$ cat config.mk
export PLATFORM = sky130hd
export DESIGN_NAME = btn_digit_entry_flat
export DESIGN_NICKNAME = d
export VERILOG_FILES = /design/src/rtl/entry_pkg.sv /design/src/rtl/btn_digit_entry_if.sv /design/src/rtl/btn_debounce.sv /design/src/rtl/btn_digit_entry.sv /design/src/flat_wrapper.sv
export SDC_FILE = /design/constraint.sdc
export NUM_CORES = 1
export LEC_CHECK = 0
export ABC_AREA = 1
export ABC_CLOCK_PERIOD_IN_PS = 4650
export BUFFER_PORTS_ARGS = -buffer_cell sky130_fd_sc_hd__buf_4
export CAP_MARGIN = 20
export CORE_MARGIN = 2
export CORE_UTILIZATION = 40
export DETAILED_ROUTE_END_ITERATION = 7
export GPL_TIMING_DRIVEN = 0
export PLACE_DENSITY_LB_ADDON = 0.12
export SLEW_MARGIN = 5
export SYNTH_ARGS = -nofsm -noshare
export SYNTH_HDL_FRONTEND = slang
export SYNTH_SLANG_ARGS = --single-unit
$ cat constraint.sdc
create_clock -name clk -period 4.65 [get_ports clk]
set_clock_uncertainty 0.05 [all_clocks]
set_input_delay 0 -clock clk [delete_from_list [all_inputs] [get_ports clk]]
set_output_delay 0 -clock clk [all_outputs]
set_load 0.1 [all_outputs]
$ cat src/rtl/entry_pkg.sv
// Shared widths, digit type and per-digit step helper for the button digit-entry block.
package entry_pkg;

  localparam int unsigned NUM_DIGITS = 4;
  localparam int unsigned DIGIT_W    = 4;
  localparam int unsigned NUM_W      = NUM_DIGITS * DIGIT_W;

  typedef logic [DIGIT_W-1:0] digit_t;

  // Modulo-16 increment (dec=0) or decrement (dec=1) of one hex digit.
  function automatic digit_t digit_step(input digit_t d, input logic dec);
    if (dec) return d - digit_t'(1);
    return d + digit_t'(1);
  endfunction

endpackage

$ cat src/rtl/btn_digit_entry_if.sv
// Button/switch inputs and number/press outputs of the digit-entry block.
interface btn_digit_entry_if;
  import entry_pkg::*;

  logic [NUM_DIGITS-1:0] btn;
  logic                  dir;
  logic                  clr;
  logic [NUM_W-1:0]      num;
  logic [NUM_DIGITS-1:0] press;

  modport master (output btn, output dir, output clr, input num, input press);
  modport slave  (input btn, input dir, input clr, output num, output press);

endinterface

$ cat src/rtl/btn_debounce.sv
// One push-button: 2-flop synchronizer, stability counter, debounced level and rise detect.
module btn_debounce #(
  parameter int unsigned DEBOUNCE_CYCLES = 1_000_000
) (
  input  logic clk,
  input  logic rst,
  input  logic raw,
  output logic level,
  output logic rise
);

  localparam int unsigned CNT_W = (DEBOUNCE_CYCLES > 2) ? $clog2(DEBOUNCE_CYCLES) : 1;
  localparam logic [CNT_W-1:0] CNT_LAST = CNT_W'(DEBOUNCE_CYCLES - 1);

  logic             sync1;
  logic             sync2;
  logic             db;
  logic             db_prev;
  logic [CNT_W-1:0] cnt;

  // Any return of the synced level to db restarts the stability count.
  always_ff @(posedge clk) begin
    if (rst) begin
      sync1   <= 1'b0;
      sync2   <= 1'b0;
      db      <= 1'b0;
      db_prev <= 1'b0;
      cnt     <= '0;
    end else begin
      sync1   <= raw;
      sync2   <= sync1;
      db_prev <= db;
      if (sync2 == db) begin
        cnt <= '0;
      end else if (cnt == CNT_LAST) begin
        db  <= sync2;
        cnt <= '0;
      end else begin
        cnt <= cnt + CNT_W'(1);
      end
    end
  end

  assign level = db;
  assign rise  = db & ~db_prev;

endmodule

$ cat src/rtl/btn_digit_entry.sv
// Hex-number entry: each debounced button press steps one display digit up or down.
module btn_digit_entry
  import entry_pkg::*;
#(
  parameter int unsigned      DEBOUNCE_CYCLES = 1_000_000,
  parameter logic [NUM_W-1:0] INIT_VALUE      = 16'h0000
) (
  input  logic              clk,
  input  logic              rst,
  btn_digit_entry_if.slave  bus
);

  logic [NUM_DIGITS-1:0] rise;
  logic [NUM_DIGITS-1:0] level_unused;
  logic [NUM_W-1:0]      num_next;

  for (genvar i = 0; i < NUM_DIGITS; i++) begin : g_btn
    btn_debounce #(
      .DEBOUNCE_CYCLES (DEBOUNCE_CYCLES)
    ) u_db (
      .clk   (clk),
      .rst   (rst),
      .raw   (bus.btn[i]),
      .level (level_unused[i]),
      .rise  (rise[i])
    );
  end

  // Digits step independently; no carry or borrow between them.
  always_comb begin
    num_next = bus.num;
    for (int unsigned i = 0; i < NUM_DIGITS; i++) begin
      if (rise[i]) begin
        num_next[i*DIGIT_W +: DIGIT_W] = digit_step(bus.num[i*DIGIT_W +: DIGIT_W], bus.dir);
      end
    end
  end

  // Clear wins over presses for num, but press still reports the accepted rise.
  always_ff @(posedge clk) begin
    if (rst) begin
      bus.num   <= INIT_VALUE;
      bus.press <= '0;
    end else begin
      bus.press <= rise;
      bus.num   <= bus.clr ? INIT_VALUE : num_next;
    end
  end

endmodule

$ cat src/flat_wrapper.sv
// flat-port wrapper written by rule: the top's interface ports become plain ports
module btn_digit_entry_flat import entry_pkg::*;
#(
  parameter int unsigned      DEBOUNCE_CYCLES = 1_000_000,
  parameter logic [NUM_W-1:0] INIT_VALUE      = 16'h0000
)
  (clk, rst, bus_btn, bus_dir, bus_clr, bus_num, bus_press);
  btn_digit_entry_if bus_i ();
  input  logic clk;
  input  logic rst;
  input wire logic [$bits(bus_i.btn)-1:0] bus_btn;
  input wire logic [$bits(bus_i.dir)-1:0] bus_dir;
  input wire logic [$bits(bus_i.clr)-1:0] bus_clr;
  output wire logic [$bits(bus_i.num)-1:0] bus_num;
  output wire logic [$bits(bus_i.press)-1:0] bus_press;
  assign bus_i.btn = bus_btn;
  assign bus_i.dir = bus_dir;
  assign bus_i.clr = bus_clr;
  assign bus_num = bus_i.num;
  assign bus_press = bus_i.press;
  btn_digit_entry #(.DEBOUNCE_CYCLES(DEBOUNCE_CYCLES), .INIT_VALUE(INIT_VALUE)) u_core (.clk(clk), .rst(rst), .bus(bus_i));
endmodule
**Yosys cells after proc, flatten, opt, wreduce, memory -nomap -nowiden**

Cells that the tools add are included.

- Register bits after elaboration: 116
- Input port bits: 8
- Output and inout bits: 20
- Logic and storage cells: 79

- Add/sub/neg operators: 12
- Equality and inequality tests: 8
- Mux-type cells: 13
- Bitwise operators: 12
- Reduce and logical (&&, ||, !) cells: 9

Operator list:

| cell | number |
|---|---|
| 20-bit by 1-bit adder with 20-bit output, second input constant | 4 |
| 20-bit equality test, second input constant | 4 |
| 4-bit two-way mux | 8 |
| 4-bit by 1-bit adder with 4-bit output, second input constant | 4 |
| 4-bit by 1-bit subtractor with 4-bit output, second input constant | 4 |
| 3-bit OR reduction | 4 |
| 1-bit inverter | 8 |
| 2-bit AND reduction | 4 |
| 1-bit two-way mux | 5 |
| 1-bit bitwise AND | 4 |
| 1-bit equality test | 4 |
| 2-bit OR reduction | 1 |

**Depth between registers and ports, before layout**

- Word-level depth: 4
- Mapped depth: 10
- Gate-level depth less buffers: 9

**By module**

From an unflattened synthesis, not the netlist that was laid out.

- Cell total of the unflattened synthesis: 828
- Area total of the unflattened synthesis: 6064.6 um2

By module, submodules not included:

| module | instances | cells each | area each (um2) | seq. area each (um2) |
|---|---|---|---|---|
| btn_debounce | 4 | 168 | 1219.9 | 480.5 |
| btn_digit_entry | 1 | 156 | 1184.9 | 400.4 |

**Worst setup path before layout**

OpenSTA, ideal clock, no wires.

- Path type: reg-to-reg
- From: register u_core.bus.num[10]
- To: register u_core.bus.num[11]
- Setup time: 70 ps
- Arrival time: 1913 ps
- Data required time: 4530 ps
- Path slack: 2617 ps
- Stages on the path, launching flop included: 8
- Path buffers: 0
- Period minus slack after synthesis: 2033 ps
- Cell sequence: dfxtp_1 > ha_1 > or2_2 > nand2_1 > nand2_1 > nand2_1 > nand2_1 > a21oi_1

- Cells in the longest elaborated chain, start to end: 3
- Elaborated cells between the ends (all ways): 4
- Classes of those cells: add/sub (2); mux (2)

Ends and longest elaborated chain:

| element | RTL line | text |
|---|---|---|
| start, declared | btn_digit_entry_if.sv:12 | `modport slave (input btn, input dir, input clr, output num, output press);` |
| start signal, assigned | btn_digit_entry.sv:46 | `bus.num <= bus.clr ? INIT_VALUE : num_next;` |
| 4-bit by 1-bit subtractor with 4-bit output | entry_pkg.sv:12 | `if (dec) return d - digit_t'(1);` |
| 4-bit two-way mux | entry_pkg.sv:12 |  |
| 4-bit two-way mux * | entry_pkg.sv:13 | `return d + digit_t'(1);` |

Mark *: on every way between the ends. The rest lies on a longest branch, timed or not. The select of a mux whose other input is x is not followed.
A chain may end at the register's enable or synchronous reset.

**Worst setup path in the final report**

- From: register u_core.g_btn[1].u_db.cnt[0]
- To: register u_core.g_btn[1].u_db.cnt[11]

- Cells in the longest elaborated chain, start to end: 2
- Elaborated cells between the ends (all ways): 3
- Classes of those cells: add/sub (1); eq/ne (1); reduce/logical (1)

Ends and longest elaborated chain:

| element | RTL line | text |
|---|---|---|
| start, declared | btn_debounce.sv:19 | `logic [CNT_W-1:0] cnt;` |
| start signal, assigned | btn_debounce.sv:39 | `cnt <= cnt + CNT_W'(1);` |
| branches (longest 2 deep; another with 20-bit by 1-bit adder with 20-bit output) | - |  |

Parallel ways; which one is timed is not known.

==> impl_metrics.tcl <==
set metrics [dict create \
    r2r-end "u_core.g_btn[1].u_db.cnt[11]" \
    die-area_sq_um 15400 \
    required_ns 4.90 \
    hp-class "input pin to flip-flop" \
    critPathMaxFanout 10 \
    grt_pass1_vias 4844 \
    area_growth_pct 18.6 \
    synthTopCellsByArea "dfxtp_1 (40%), nand2_1 (12%), nor2_1 (12%)" \
    drive_gt1_share_pct 10.8 \
    drt_iter0_drc 275 \
    endpoint_kind "flip-flop" \
    rsz0062_at_grt "no" \
    n_fill_cell 1428 \
    num_antenna_cells 0 \
    grt_usage_pct 16.5 \
    synth_largest_area_cell "dfxtp_1" \
    ys_ff_latch 116 \
    synth_mux_area_share_pct 0 \
    cts_buffer_depth 2 \
    synth_compound_area_share_pct 7.07 \
    grt_pass1_wl_mm 21.4 \
    ir_drop_mv 0.244 \
    leakagePower_uw 0.00236 \
    ios 28 \
    avgRoutedWirePerCell_microns 11.5 \
    die_y_microns 124 \
    cts.htree.levels 4 \
    yosysWarnings 0 \
    final_nets 904 \
    grt_overflow 0 \
    min_path_cells 4 \
    setup_tns_ns 0 \
    synth_xor_area_share_pct 6.36 \
    ys_types 32 \
    seq_area_frac_synth_pct 40.1 \
    syn_inst 829 \
    period_needed_ns 1.81 \
    r2r_cells 7 \
    slew_headroom_pct 69.6 \
    die_w_microns 124 \
    tightest_slew_ns 0.453 \
    clock_latency_ns 0.41 \
    netlist_area_sq_um 5790 \
    portBuffers 26 \
    grt_max_degree 17 \
    max_freq_mhz 551 \
    setup_viol 0 \
    routed_via_density 4.69 \
    synth.top_cell.area_share_pct 40.1 \
    gp_congestion 0.880 \
    clockRootBuffer "clkbuf_16" \
    finalCritPeriodShare_pct 39.0 \
    ff_latch_area_sq_um 2320 \
    hold_end "u_core.bus.num[6]" \
    start_kind "flip-flop" \
    antenna_found_initial 0 \
    clk_pin_slew_ns 0.06 \
    synthAdderAreaFrac_pct 3.98 \
    syn_nets 853 \
    ant_nets 0 \
    vias 5035 \
    core_area_sq_um 14000 \
    arrival_ns 2.06 \
    synth_top_family_by_area "simple AND/OR/NAND/NOR gates" \
    crit_type "flip-flop to flip-flop" \
    fin_util_pct 49.1 \
    r2r_slack_ns 2.84 \
    cts_tree "yes" \
    power.density_nw_per_um2 343 \
    dp_hpwl_mm 9.23 \
    post-place-ws_ns 2.81 \
    post_synth_and_or_nand_nor_area_fraction_pct 35.1 \
    totalWireLength_mm 12.3 \
    maxCapViolCount 0 \
    rows 43 \
    finalHoldViolCount 0 \
    cts_buffers 17 \
    cts.repair.resized 0 \
    cts.sinks 116 \
    final-max-slew-violation-count 0 \
    holdWs_ns 0.0930 \
    multi_input_comb_area_sq_um 3040 \
    initial_core_util_pct 41.4 \
    min-delay-start "bus_dir" \
    synth_area_per_cell_sq_um 6.98 \
    r2r_start "u_core.g_btn[1].u_db.cnt[0]" \
    dr.pass1.iters 7 \
    status "finished clean" \
    final.setup.worst_slack_ns 2.84 \
    drc 0 \
]
-- final cells by class --
cell class                      count  share of cell area [%]
Clock inverter                     15                    2.52
Inverter                           92                    5.03
Clock buffer                       17                    6.20
Multi-Input combinational cell    610                    44.3
Buffer                             11                    1.17
Timing Repair Buffer               32                    3.72
Sequential cell                   116                    33.8
Tap cell                          180                    3.28
-- cells by family (layout without fill, tap and decap cells) --
kind of cell,Yosys count,after routing
XOR/XNOR,42,42
buffers and inverters,103,167
AND/OR/NAND/NOR,477,477
adder cells (fa/ha/maj),16,16
flip-flops,116,116
AO/OA/AOI/OAI,75,75
-- critical path: stages, from the launching register on --
cell	delay (ns)
dfxtp_1	0.41
ha_1	0.31
nand3_1	0.23
inv_1	0.14
nand3_1	0.14
nand2_1	0.11
buf_2	0.23
nor2_1	0.07
-- worst max-delay path by stage --
stage	startpoint	to	slack (ns)	cells after the start
5_1_grt	u_core.g_btn[1].u_db.cnt[0]	u_core.g_btn[1].u_db.cnt[16]	2.64	9
2_1_floorplan	u_core.bus.num[10]	u_core.bus.num[11]	2.62	7
4_1_cts	u_core.g_btn[1].u_db.cnt[0]	u_core.g_btn[1].u_db.cnt[12]	2.80	7
6_report	u_core.g_btn[1].u_db.cnt[0]	u_core.g_btn[1].u_db.cnt[11]	2.84	7
3_5_place_dp	u_core.g_btn[1].u_db.cnt[0]	u_core.g_btn[1].u_db.cnt[12]	2.81	7
3_3_place_gp	u_core.g_btn[1].u_db.cnt[0]	u_core.g_btn[1].u_db.cnt[15]	2.82	7
-- sequential cells by signal (all words and copies together), names as in the netlist --
name	cells
u_core.g_btn.u_db.cnt	80
u_core.bus.num	16
u_core.bus.press	4
u_core.g_btn.u_db.db_prev	4
u_core.g_btn.u_db.level	4
u_core.g_btn.u_db.sync1	4
u_core.g_btn.u_db.sync2	4
-- repair_timing --
action / in CTS / in global routing
buffers inserted: 0 / 0
hold buffers: 6 / 0
endpoints found under the hold margin: 19 / 0
-- cell usage after synthesis --
| library cell | number |
|---|---|
| nand3b_1 | 10 |
| xor2_1 | 21 |
| nor2_1 | 187 |
| a21oi_1 | 42 |
| or2_0 | 3 |
| a21oi_2 | 8 |
| a31oi_1 | 1 |
| or2_2 | 7 |
| inv_2 | 2 |
| fa_1 | 4 |
| o21ai_1 | 1 |
| nor3_1 | 6 |
| o21bai_1 | 1 |
| buf_4 | 1 |
| clkbuf_1 | 2 |
| ha_1 | 12 |
| nand3_1 | 41 |
| buf_6 | 4 |
| nor3_2 | 1 |
| buf_2 | 4 |
| inv_1 | 90 |
| and2_1 | 5 |
| nand2_1 | 192 |
| nand4_1 | 14 |
| nand3_2 | 5 |
| nand2_2 | 1 |
| o21ai_0 | 22 |
| nor2_4 | 3 |
| nand2_4 | 1 |
| xnor2_1 | 21 |
| dfxtp_1 | 116 |
| nor2_2 | 1 |
-- stage by stage --
stage	instance area [sq um]	instances	total power (uW)
global placement	6210	1035	1070
floorplan	5790	829	1050
global route	6870	1073	2440
CTS	6870	1073	2390
detailed placement	6210	1035	1070
finish	6870	1073	2350
-- where the power goes --
group	internal (uW)	switching, uW	leakage, uW
Sequential	998	2.49	0.000936
Combinational	20.2	27.9	0.00114
Clock	801	504	0.000283
-- routing by layer --
layer	GRT usage, %	vias up	wire (microns)
li1	-	2699	-
met1	19.1	2284	5630
met2	29.8	45	6240
met3	4.81	7	338
met4	4.16	0	95
met5	0	-	0
-- cell usage in the layout (no fill, tap or decap), types with 4 or more instances in the layout --
| cell type | count |
|---|---|
| nand3b_1 | 10 |
| clkbuf_16 | 17 |
| nand4_1 | 14 |
| ha_1 | 12 |
| nand3_1 | 41 |
| dfxtp_1 | 116 |
| buf_2 | 4 |
| nor2_1 | 187 |
| buf_4 | 27 |
| xor2_1 | 21 |
| dlygate4sd3_1 | 6 |
| a21oi_1 | 42 |
| nand2_1 | 192 |
| clkinv_4 | 5 |
| xnor2_1 | 21 |
| and2_1 | 5 |
| fa_1 | 4 |
| a21oi_2 | 8 |
| o21ai_0 | 22 |
| inv_6 | 4 |
| nor3_1 | 6 |
| nand3_2 | 5 |
| or2_2 | 7 |
| inv_1 | 90 |
| buf_6 | 4 |
Note: power is estimated with default switching activity, not from simulation.
